[src/rtl/button_pkg.sv]
// Shared types and width helpers for the front-panel button conditioner.
// Imported by the per-channel conditioner and the array top.
package button_pkg;

  typedef enum logic [1:0] {
    MODE_PRESS   = 2'b00,
    MODE_RELEASE = 2'b01,
    MODE_BOTH    = 2'b10,
    MODE_REPEAT  = 2'b11
  } mode_t;

  typedef enum logic [1:0] {
    IDLE   = 2'b00,
    HELD   = 2'b01,
    REPEAT = 2'b10
  } rep_state_t;

  localparam int MODE_W = 2;

  // Bits needed to hold values 0..maxVal, never less than one.
  function automatic int cntWidth(input int maxVal);
    return (maxVal < 1) ? 1 : $clog2(maxVal + 1);
  endfunction

  function automatic int maxOf(input int a, input int b);
    return (a > b) ? a : b;
  endfunction

endpackage

[src/rtl/button_channel.sv]
// One button: synchroniser, debounce counter, edge detect and the
// hold-to-repeat state machine, producing a registered level and pulse.
module button_channel
  import button_pkg::*;
#(
  parameter int SYNC_STAGES     = 2,
  parameter int DEBOUNCE_CYCLES = 4,
  parameter int ACTIVE_LOW      = 1,
  parameter int REPEAT_DELAY    = 8,
  parameter int REPEAT_PERIOD   = 3
) (
  input  logic  Clk,
  input  logic  nRst,
  input  logic  Pin,
  input  mode_t Mode,
  output logic  Level,
  output logic  Pulse
);

  localparam logic            IDLE_PIN    = (ACTIVE_LOW != 0);
  localparam int              DB_W        = cntWidth(DEBOUNCE_CYCLES);
  localparam logic [DB_W-1:0] DB_LAST     = DB_W'(DEBOUNCE_CYCLES - 1);
  localparam int              REP_W       = cntWidth(maxOf(REPEAT_DELAY - 1, REPEAT_PERIOD - 1));
  localparam logic [REP_W-1:0] DELAY_LOAD  = REP_W'(REPEAT_DELAY - 1);
  localparam logic [REP_W-1:0] PERIOD_LOAD = REP_W'(REPEAT_PERIOD - 1);

  logic [SYNC_STAGES-1:0] syncReg;
  logic                   pressed;

  logic                   levelReg, levelNext;
  logic [DB_W-1:0]        dbCntReg, dbCntNext;
  logic                   commit, rise, fall;

  rep_state_t             stateReg, stateNext;
  logic [REP_W-1:0]       repCntReg, repCntNext;
  logic                   repPulse, edgePulse;
  logic                   pulseReg, pulseNext;

  // Sync flops rest at the idle pin level so reset never looks like a press.
  always_ff @(posedge Clk or negedge nRst) begin
    if (!nRst) begin
      syncReg <= {SYNC_STAGES{IDLE_PIN}};
    end else begin
      syncReg <= {syncReg[SYNC_STAGES-2:0], Pin};
    end
  end

  assign pressed = (ACTIVE_LOW != 0) ? ~syncReg[SYNC_STAGES-1] : syncReg[SYNC_STAGES-1];

  always_comb begin
    commit    = 1'b0;
    dbCntNext = '0;
    levelNext = levelReg;
    if (pressed != levelReg) begin
      if (dbCntReg == DB_LAST) begin
        commit    = 1'b1;
        levelNext = ~levelReg;
      end else begin
        dbCntNext = dbCntReg + DB_W'(1);
      end
    end
  end

  assign rise = commit & ~levelReg;
  assign fall = commit &  levelReg;

  always_comb begin
    edgePulse = 1'b0;
    case (Mode)
      MODE_PRESS:   edgePulse = rise;
      MODE_RELEASE: edgePulse = fall;
      MODE_BOTH:    edgePulse = rise | fall;
      MODE_REPEAT:  edgePulse = rise;
      default:      edgePulse = 1'b0;
    endcase
  end

  // A committing fall wins over a repeat that would land in the same cycle.
  always_comb begin
    stateNext  = stateReg;
    repCntNext = repCntReg;
    repPulse   = 1'b0;
    if ((Mode != MODE_REPEAT) || fall) begin
      stateNext  = IDLE;
      repCntNext = '0;
    end else begin
      case (stateReg)
        IDLE: begin
          if (rise) begin
            stateNext  = HELD;
            repCntNext = DELAY_LOAD;
          end
        end
        HELD, REPEAT: begin
          if (repCntReg == '0) begin
            repPulse   = 1'b1;
            stateNext  = REPEAT;
            repCntNext = PERIOD_LOAD;
          end else begin
            repCntNext = repCntReg - REP_W'(1);
          end
        end
        default: begin
          stateNext  = IDLE;
          repCntNext = '0;
        end
      endcase
    end
  end

  assign pulseNext = edgePulse | repPulse;

  always_ff @(posedge Clk or negedge nRst) begin
    if (!nRst) begin
      levelReg  <= 1'b0;
      dbCntReg  <= '0;
      stateReg  <= IDLE;
      repCntReg <= '0;
      pulseReg  <= 1'b0;
    end else begin
      levelReg  <= levelNext;
      dbCntReg  <= dbCntNext;
      stateReg  <= stateNext;
      repCntReg <= repCntNext;
      pulseReg  <= pulseNext;
    end
  end

  assign Level = levelReg;
  assign Pulse = pulseReg;

endmodule

[src/rtl/button_pulse_array.sv]
// Front-panel button conditioner: N_CH independent channels sharing one
// pulse mode, plus a registered "any button event" flag.
module button_pulse_array
  import button_pkg::*;
#(
  parameter int N_CH            = 4,
  parameter int SYNC_STAGES     = 2,
  parameter int DEBOUNCE_CYCLES = 4,
  parameter int ACTIVE_LOW      = 1,
  parameter int REPEAT_DELAY    = 8,
  parameter int REPEAT_PERIOD   = 3
) (
  input  logic              Clk,
  input  logic              nRst,
  input  logic [N_CH-1:0]   SignalIn,
  input  logic [MODE_W-1:0] Mode,
  output logic [N_CH-1:0]   Level,
  output logic [N_CH-1:0]   PulseOut,
  output logic              AnyPulse
);

  mode_t modeSel;
  logic  anyPulseReg;

  assign modeSel = mode_t'(Mode);

  generate
    for (genvar gi = 0; gi < N_CH; gi++) begin : g_ch
      button_channel #(
        .SYNC_STAGES     (SYNC_STAGES),
        .DEBOUNCE_CYCLES (DEBOUNCE_CYCLES),
        .ACTIVE_LOW      (ACTIVE_LOW),
        .REPEAT_DELAY    (REPEAT_DELAY),
        .REPEAT_PERIOD   (REPEAT_PERIOD)
      ) uChannel (
        .Clk   (Clk),
        .nRst  (nRst),
        .Pin   (SignalIn[gi]),
        .Mode  (modeSel),
        .Level (Level[gi]),
        .Pulse (PulseOut[gi])
      );
    end
  endgenerate

  // Registered from the already-registered pulses, so it trails by one cycle.
  always_ff @(posedge Clk or negedge nRst) begin
    if (!nRst) begin
      anyPulseReg <= 1'b0;
    end else begin
      anyPulseReg <= |PulseOut;
    end
  end

  assign AnyPulse = anyPulseReg;

endmodule

[config.mk]
export PLATFORM = sky130hd
export DESIGN_NAME = button_pulse_array
export DESIGN_NICKNAME = d
export VERILOG_FILES = /design/src/rtl/button_pkg.sv /design/src/rtl/button_channel.sv /design/src/rtl/button_pulse_array.sv
export SDC_FILE = /design/constraint.sdc
export NUM_CORES = 1
export LEC_CHECK = 0
export BUFFER_PORTS_ARGS = -buffer_cell sky130_fd_sc_hd__buf_2
export CAP_MARGIN = 40
export CORE_MARGIN = 4
export CORE_UTILIZATION = 65
export DETAILED_ROUTE_END_ITERATION = 8
export GPL_TIMING_DRIVEN = 0
export PLACE_DENSITY_LB_ADDON = 0.15
export REMOVE_ABC_BUFFERS = 1
export SLEW_MARGIN = 30
export SYNTH_ARGS = -nofsm -noshare
export SYNTH_HDL_FRONTEND = slang
export SYNTH_SLANG_ARGS = --single-unit
[constraint.sdc]
create_clock -name Clk -period 3.1 [get_ports Clk]
set_input_delay 0 -clock Clk [delete_from_list [all_inputs] [get_ports Clk]]
set_output_delay 0 -clock Clk [all_outputs]
set_load 0.1 [all_outputs]
==> results of run 1 <==
[metal layers]
layer	global-route usage (%)	vias up	part of all wire [%]
met1	26.1	904	46
met4	7.31	0	1.1
met3	5.40	6	3.4
met5	0	-	0
met2	35.0	31	49
li1	-	932	-
[how the worst min path moves through the flow]
stage / slack, ns / end
2_1_floorplan: -0.30 / AnyPulse$_DFF_PN0_
3_3_place_gp: 0.11 / g_ch[2].uChannel.syncReg[0]$_DFF_PN1_
3_5_place_dp: 0.05 / g_ch[2].uChannel.repCntReg[1]$_DFFE_PN0P_
4_1_cts: 0.26 / g_ch[2].uChannel.repCntReg[1]$_DFFE_PN0P_
5_1_grt: 0.29 / g_ch[2].uChannel.repCntReg[0]$_DFFE_PN0P_
6_report: 0.23 / g_ch[2].uChannel.repCntReg[1]$_DFFE_PN0P_
[repair_timing]
action | 4_1_cts | 5_1_grt
hold buffers | 5 | 0
resized for setup | 0 | 0
hold endpoints to repair | 45 | 0
[sequential cells by signal, indices dropped and copies added (netlist names)]
| register | count |
|---|---|
| AnyPulse | 1 |
| g_ch.uChannel.Level | 4 |
| g_ch.uChannel.Pulse | 4 |
| g_ch.uChannel.dbCntReg | 12 |
| g_ch.uChannel.repCntReg | 12 |
| g_ch.uChannel.stateReg | 8 |
| g_ch.uChannel.syncReg | 8 |
[cells by family (layout without fill, tap and decap cells)]
group | after synthesis | count (layout)
mux | 3 | 3
simple gates | 79 | 79
compound gates | 60 | 60
flops | 49 | 49
fa+ha+maj | 23 | 23
xor+xnor | 5 | 5
buf+inv | 42 | 62
[cells in the final DEF, fill, tap and decap left out, types with 8 or more instances in the layout]
cell type / count
a21oi_1: 16
a31oi_1: 11
buf_2: 15
dfrtp_1: 41
dfstp_2: 8
ha_1: 23
inv_1: 33
nand2_1: 25
nand2b_1: 10
o21ai_0: 13
[power groups by stage]
stage	registers (uW)	logic, uW	clock network, uW
after CTS	875	926	488
after global placement	880	890	0
after detailed placement	887	917	0
after global routing	895	1030	520
after floorplan	1120	490	0
final	877	927	479
[area by class of cell]
cell class	count	area [um2]
clock inverter	2	37.5
inverter	33	124
multi-input combinational	170	1230
tap	50	62.6
timing repair buffer	21	133
sequential	49	1240
fill	274	1060
clock buffer	6	82.6
[per-stage QoR]
step / cell area, um2 / hold WS, ns / setup slack [ns] / utilization [%]
global route: 2910 / 0.292 / 1.40 / 73.3
CTS: 2910 / 0.256 / 1.53 / 73.3
global placement: 2740 / 0.105 / 1.48 / 68.9
detailed placement: 2740 / 0.0467 / 1.46 / 69.0
floorplan: 2590 / -0.296 / 1.11 / -
finish: 2910 / 0.229 / 1.51 / 73.3
==> impl_metrics.py, run 1 <==
metrics = {
    "synthesis": {
        "synthSimpleGateAreaFrac_pct": 17.0,
        "synth-compound-area-share_pct": 15.2,
        "synth.most_common_cell": "dfrtp_1",
        "synth_area_um2": 2660,
        "synth_edf_count": 0,
        "ys.warnings.count": 0,
        "yosysSeqAreaShare_pct": 46.4,
        "yosys-mux-area-fraction_pct": 1.22,
        "yosysTopAreaCell": "dfrtp_1",
        "synth_cell_type_count": 43,
        "ys_ff_latch": 49,
        "synth_top_family_by_area": "simple AND/OR/NAND/NOR gates",
        "syn_avg_cell_area_um2": 10.2,
        "synth_common_cells": "41 x dfrtp_1, 33 x inv_1, 25 x nand2_1, 23 x ha_1, 16 x a21oi_1",
        "netlist_instances": 261,
        "ys.flop_type": "dfrtp_1",
        "synthTopCellsByArea": "dfrtp_1 39%, ha_1 11%, dfstp_2 7.9%",
        "synth_xor_area_share_pct": 2.21,
        "synth_top_cell_area_share_pct": 38.5,
        "synth_async_sr_flop_share_pct": 100,
        "synth_adder_area_share_pct": 10.8,
    },
    "setup_path": {
        "cp_max_fo": 6,
        "crit_required_ns": 3.29,
        "slowest_stage": "dfrtp_1",
        "path_depth": 5,
        "r2r_setup_slack_ns": 1.51,
        "r2r-start": "g_ch[0].uChannel.dbCntReg[0]$_DFF_PN0_",
        "critPathTopFamily": "compound AO/OA/AOI/OAI gates",
        "worst-r2r-cell-count": 5,
        "max_stage_delay_ns": 0.40,
        "critPathKind": "register to register",
        "endpoint": "g_ch[0].uChannel.repCntReg[2]$_DFFE_PN0P_",
        "startpoint": "g_ch[0].uChannel.dbCntReg[0]$_DFF_PN0_",
        "end_kind": "register",
        "path_cells": "ha_1, nor2b_1, a21oi_2, nor3_1, a211o_1",
        "worst_setup_path_start_kind": "register",
        "crit_arrival_ns": 1.78,
        "r2r-end": "g_ch[0].uChannel.repCntReg[2]$_DFFE_PN0P_",
        "path_buf_inv": 0,
    },
    "routing": {
        "drt_iter0_markers": 146,
        "viasPerCell": 5.66,
        "routed_wl_mm": 4.69,
        "via_count": 1873,
        "firstDrtPassIters": 4,
        "post_drt_wl_per_cell_um": 14.2,
        "drc": 0,
        "ant_nets": 0,
    },
    "worst_hold_path": {
        "min-delay-path-class": "primary input to async pin",
    },
    "pwr": {
        "powerDensity_nw_per_um2": 785,
        "seq_power_share_pct": 38.4,
        "ir_worst_vdd_uv": 411,
        "total_power_uw": 2280,
        "pwr-share-comb_pct": 40.6,
        "leakage_uw": 0.00139,
        "intPower_uw": 1310,
        "switching_power_uw": 974,
        "clockPowerShare_pct": 21.0,
        "swShare_pct": 42.7,
    },
    "floorplanning": {
        "num_io_pins": 17,
        "die_y_um": 72,
        "die-area_um2": 5180,
        "initial_core_util_pct": 67.0,
        "core-area_um2": 3970,
        "num_rows": 23,
        "die_w_um": 72,
    },
    "clocking": {
        "clkTransAtPathRegs_ns": 0.10,
        "cts_max_path_buffers": 2,
        "h-tree-depth": 2,
        "cts_buffers": 5,
        "cts_tree": "built",
        "cts_sinks": 49,
        "clock_latency_ns": 0.31,
        "clockRootBuffer": "clkbuf_8",
        "post-cts-setup-buffers": 0,
    },
    "sta": {
        "slew_headroom_pct": 54.6,
        "finClkSkew_ns": 0.0113,
        "setup_tns_ns": 0,
        "post-route-period-util_pct": 51.4,
        "rsz0062_at_grt": "no",
        "drv_slew": 0,
        "fmaxAchievable_mhz": 628,
        "final-hold-violation-count": 0,
        "fin_crit_ns": 1.59,
        "setup_viol": 0,
        "tightest_slew_ns": 0.681,
    },
    "grt": {
        "antenna_found_initial": 0,
        "first_global_vias": 1948,
        "grt_max_degree": 50,
        "overflow": 0,
        "grt_pass1_wl_mm": 8.55,
        "grt_use_total_pct": 20.8,
    },
    "job": {
        "cap_viol_max_count": 0,
    },
    "placement": {
        "hpwlAfterDp_mm": 3.34,
        "gp_congestion": 0.882,
        "dpl.cell_count": 318,
        "io_buffers": 16,
    },
    "final_layout": {
        "instances_no_fill": 331,
        "diodes": 0,
        "area_delta_synth_final_pct": 9.30,
        "fin_nets": 311,
        "layout-drive-gt1-share_pct": 15.3,
    },
    "run_status": {
        "status": "finished, final reports clean",
    },
}
(Power assumes the default switching activity.)
==> run 2: changes to the inputs <==
--- a/config.mk
+++ b/config.mk
@@ -8,7 +8,7 @@
 export BUFFER_PORTS_ARGS = -buffer_cell sky130_fd_sc_hd__buf_2
 export CAP_MARGIN = 40
 export CORE_MARGIN = 4
-export CORE_UTILIZATION = 65
+export CORE_UTILIZATION = 60
 export DETAILED_ROUTE_END_ITERATION = 8
 export GPL_TIMING_DRIVEN = 0
 export PLACE_DENSITY_LB_ADDON = 0.15
==> constraint.sdc (replaced) <==
create_clock -name Clk -period 1.48 [get_ports Clk]
set_input_delay 0 -clock Clk [delete_from_list [all_inputs] [get_ports Clk]]
set_output_delay 0 -clock Clk [all_outputs]
set_load 0.1 [all_outputs]
==> run 2 against run 1 <==
Effect of this change: final area increased by 8.5%; count of clock-buffer cells in the layout increased by 2; critical path type unchanged; core utilization increased by 2.9 points; register-to-register slack got worse by 1.5 ns; largest cell class is now multi-input combinational cells; sequential share of layout area decreased by 3.3 points; via count increased by 2.9%; flip-flop and latch count unchanged; cell count increased by 4.2%; total power increased by 110%; setup slack got worse by 1.5 ns.
==> impl_metrics.py, run 2 (synthesized netlist as in run 1, its figures left out) <==
metrics = {
    "setup_path": {
        "worst_setup_path_start_kind": "register",
        "slowest_stage": "dfrtp_1",
        "max_stage_delay_ns": 0.40,
        "critPathKind": "register to register",
        "crit_arrival_ns": 1.69,
        "path_cells": "inv_1, ha_2, nor4bb_4, nand3_1, o221ai_2",
        "end_kind": "register",
        "startpoint": "g_ch[1].uChannel.stateReg[1]$_DFFE_PN0P_",
        "crit_required_ns": 1.69,
        "r2r-start": "g_ch[1].uChannel.stateReg[1]$_DFFE_PN0P_",
        "cp_max_fo": 7,
    },
    "clocking": {
        "cts_buffers": 5,
        "clkTransAtPathRegs_ns": 0.09,
        "cts_sinks": 49,
        "cts_tree": "built",
        "cts_max_path_buffers": 2,
        "clock_latency_ns": 0.29,
        "clockRootBuffer": "clkbuf_8",
        "h-tree-depth": 2,
    },
    "final_layout": {
        "layout_commonest_cell": "dfrtp_1",
        "design_area_um2": 3160,
        "fin_util_pct": 76.2,
        "area_delta_synth_final_pct": 18.6,
        "fin_nets": 325,
        "final_cell_mix": "40 x dfrtp_1, 33 x inv_1, 25 x nand2_1, 18 x ha_1, 16 x a21oi_1",
        "diodes": 0,
        "layout-drive-gt1-share_pct": 24.7,
        "top_regs": "g_ch.uChannel.dbCntReg (12), g_ch.uChannel.repCntReg (12)",
        "fillers": 274,
        "instances_no_fill": 345,
    },
    "routing": {
        "firstDrtPassIters": 4,
        "drc": 0,
        "post_drt_wl_per_cell_um": 14.8,
        "routed_wl_mm": 5.09,
        "ant_nets": 0,
        "viasPerCell": 5.59,
        "drt_iter0_markers": 80,
        "via_count": 1928,
    },
    "pwr": {
        "ir_worst_vdd_uv": 1130,
        "powerDensity_nw_per_um2": 1550,
        "leakage_uw": 0.00147,
    },
    "grt": {
        "first_global_vias": 1854,
        "grt_pass1_wl_mm": 8.16,
        "grt_max_degree": 50,
        "overflow": 0,
        "grt_use_total_pct": 19.0,
        "antenna_found_initial": 0,
    },
    "floorplanning": {
        "num_rows": 23,
        "die-area_um2": 5570,
        "die_w_um": 74.6,
        "initial_core_util_pct": 64.3,
        "core-area_um2": 4140,
        "num_io_pins": 17,
        "die_y_um": 74.6,
    },
    "sta": {
        "drv_slew": 0,
        "final-hold-violation-count": 0,
        "slew_headroom_pct": 55.7,
        "finClkSkew_ns": 0.00754,
        "rsz0062_at_grt": "yes",
        "tightest_slew_ns": 0.665,
        "fmaxAchievable_mhz": 676,
        "setup_viol": 0,
        "post-route-period-util_pct": 100,
        "fin_crit_ns": 1.48,
    },
    "job": {
        "cap_viol_max_count": 0,
    },
    "placement": {
        "gp_congestion": 0.848,
        "dpl.cell_count": 318,
        "io_buffers": 16,
        "hpwlAfterDp_mm": 3.17,
        "placed_cell_area_um2": 2740,
    },
    "run_status": {
        "status": "finished, final reports clean",
    },
    "worst_hold_path": {
        "min-delay-path-class": "primary input to async pin",
    },
}
-- run 2: through the flow --
stage	total power, uW	worst slack, ns	hold slack (ns)	setup TNS, ns
3_5_place_dp	3770	-0.177	0.0544	-0.432
2_1_floorplan	3380	-0.513	-0.296	-9.01
5_1_grt	5210	-0.0735	0.293	-0.281
4_1_cts	4670	-0.00430	0.272	-0.00430
6_report	4880	0.000436	0.255	0
3_3_place_gp	3720	-0.139	0.105	-0.248
-- run 2: routing by layer --
layer / share of wire [%] / up-vias / global-route usage (%)
li1: - / 961 / -
met1: 48 / 925 / 24.8
met3: 4.1 / 6 / 5.07
met5: 0 / - / 0
met2: 47 / 36 / 31.5
met4: 0.94 / 0 / 5.14
-- run 2: critical path: cells and delay by family, from the launching register on --
family / cells / cell delay, ns
adder cells (fa/ha/maj): 1 / 0.39
AND/OR/NAND/NOR: 2 / 0.46
AO/OA/AOI/OAI: 1 / 0.09
flip-flops: 1 / 0.40
buffers and inverters: 1 / 0.06
-- run 2: cell type report --
cell class	instances	area [um2]	area share [%]
inverter	33	124	3.92
clock buffer	8	90.1	2.85
tap	50	62.6	1.98
multi-input combinational	170	1400	44.3
timing repair buffer	35	245	7.77
sequential	49	1240	39.2
-- run 2: power by group --
part           leakage, uW  internal (uW)  switching (uW)
registers         0.000627           1620             267
logic             0.000799            771            1440
clock network    0.0000455            382             408
total              0.00147           2770            2110
-- run 2: repair_timing --
action                     CTS  global route
gates resized for setup     11            19
setup endpoints to repair    8            15
cloned                       0             0
hold buffers                 5             0
hold endpoints to repair    45             0
buffers inserted             2            12
pin swaps                    1             8
-- run 2: final timing paths --
| kind | end | slack (ns) | cells after the start |
|---|---|---|---|
| setup / recovery | g_ch[1].uChannel.repCntReg[2]$_DFFE_PN0P_ | 0.0004 | 5 |
| hold / removal | g_ch[2].uChannel.repCntReg[1]$_DFFE_PN0P_ | 0.25 | 2 |
| setup reg to reg | g_ch[1].uChannel.repCntReg[2]$_DFFE_PN0P_ | 0.0004 | 5 |
| hold reg to reg | g_ch[3].uChannel.syncReg[1]$_DFF_PN1_ | 0.36 | 0 |
| max in group asynchronous | g_ch[0].uChannel.Level$_DFFE_PN0N_ | 0.77 | 2 |
| min in group Clk | g_ch[3].uChannel.syncReg[1]$_DFF_PN1_ | 0.36 | 0 |
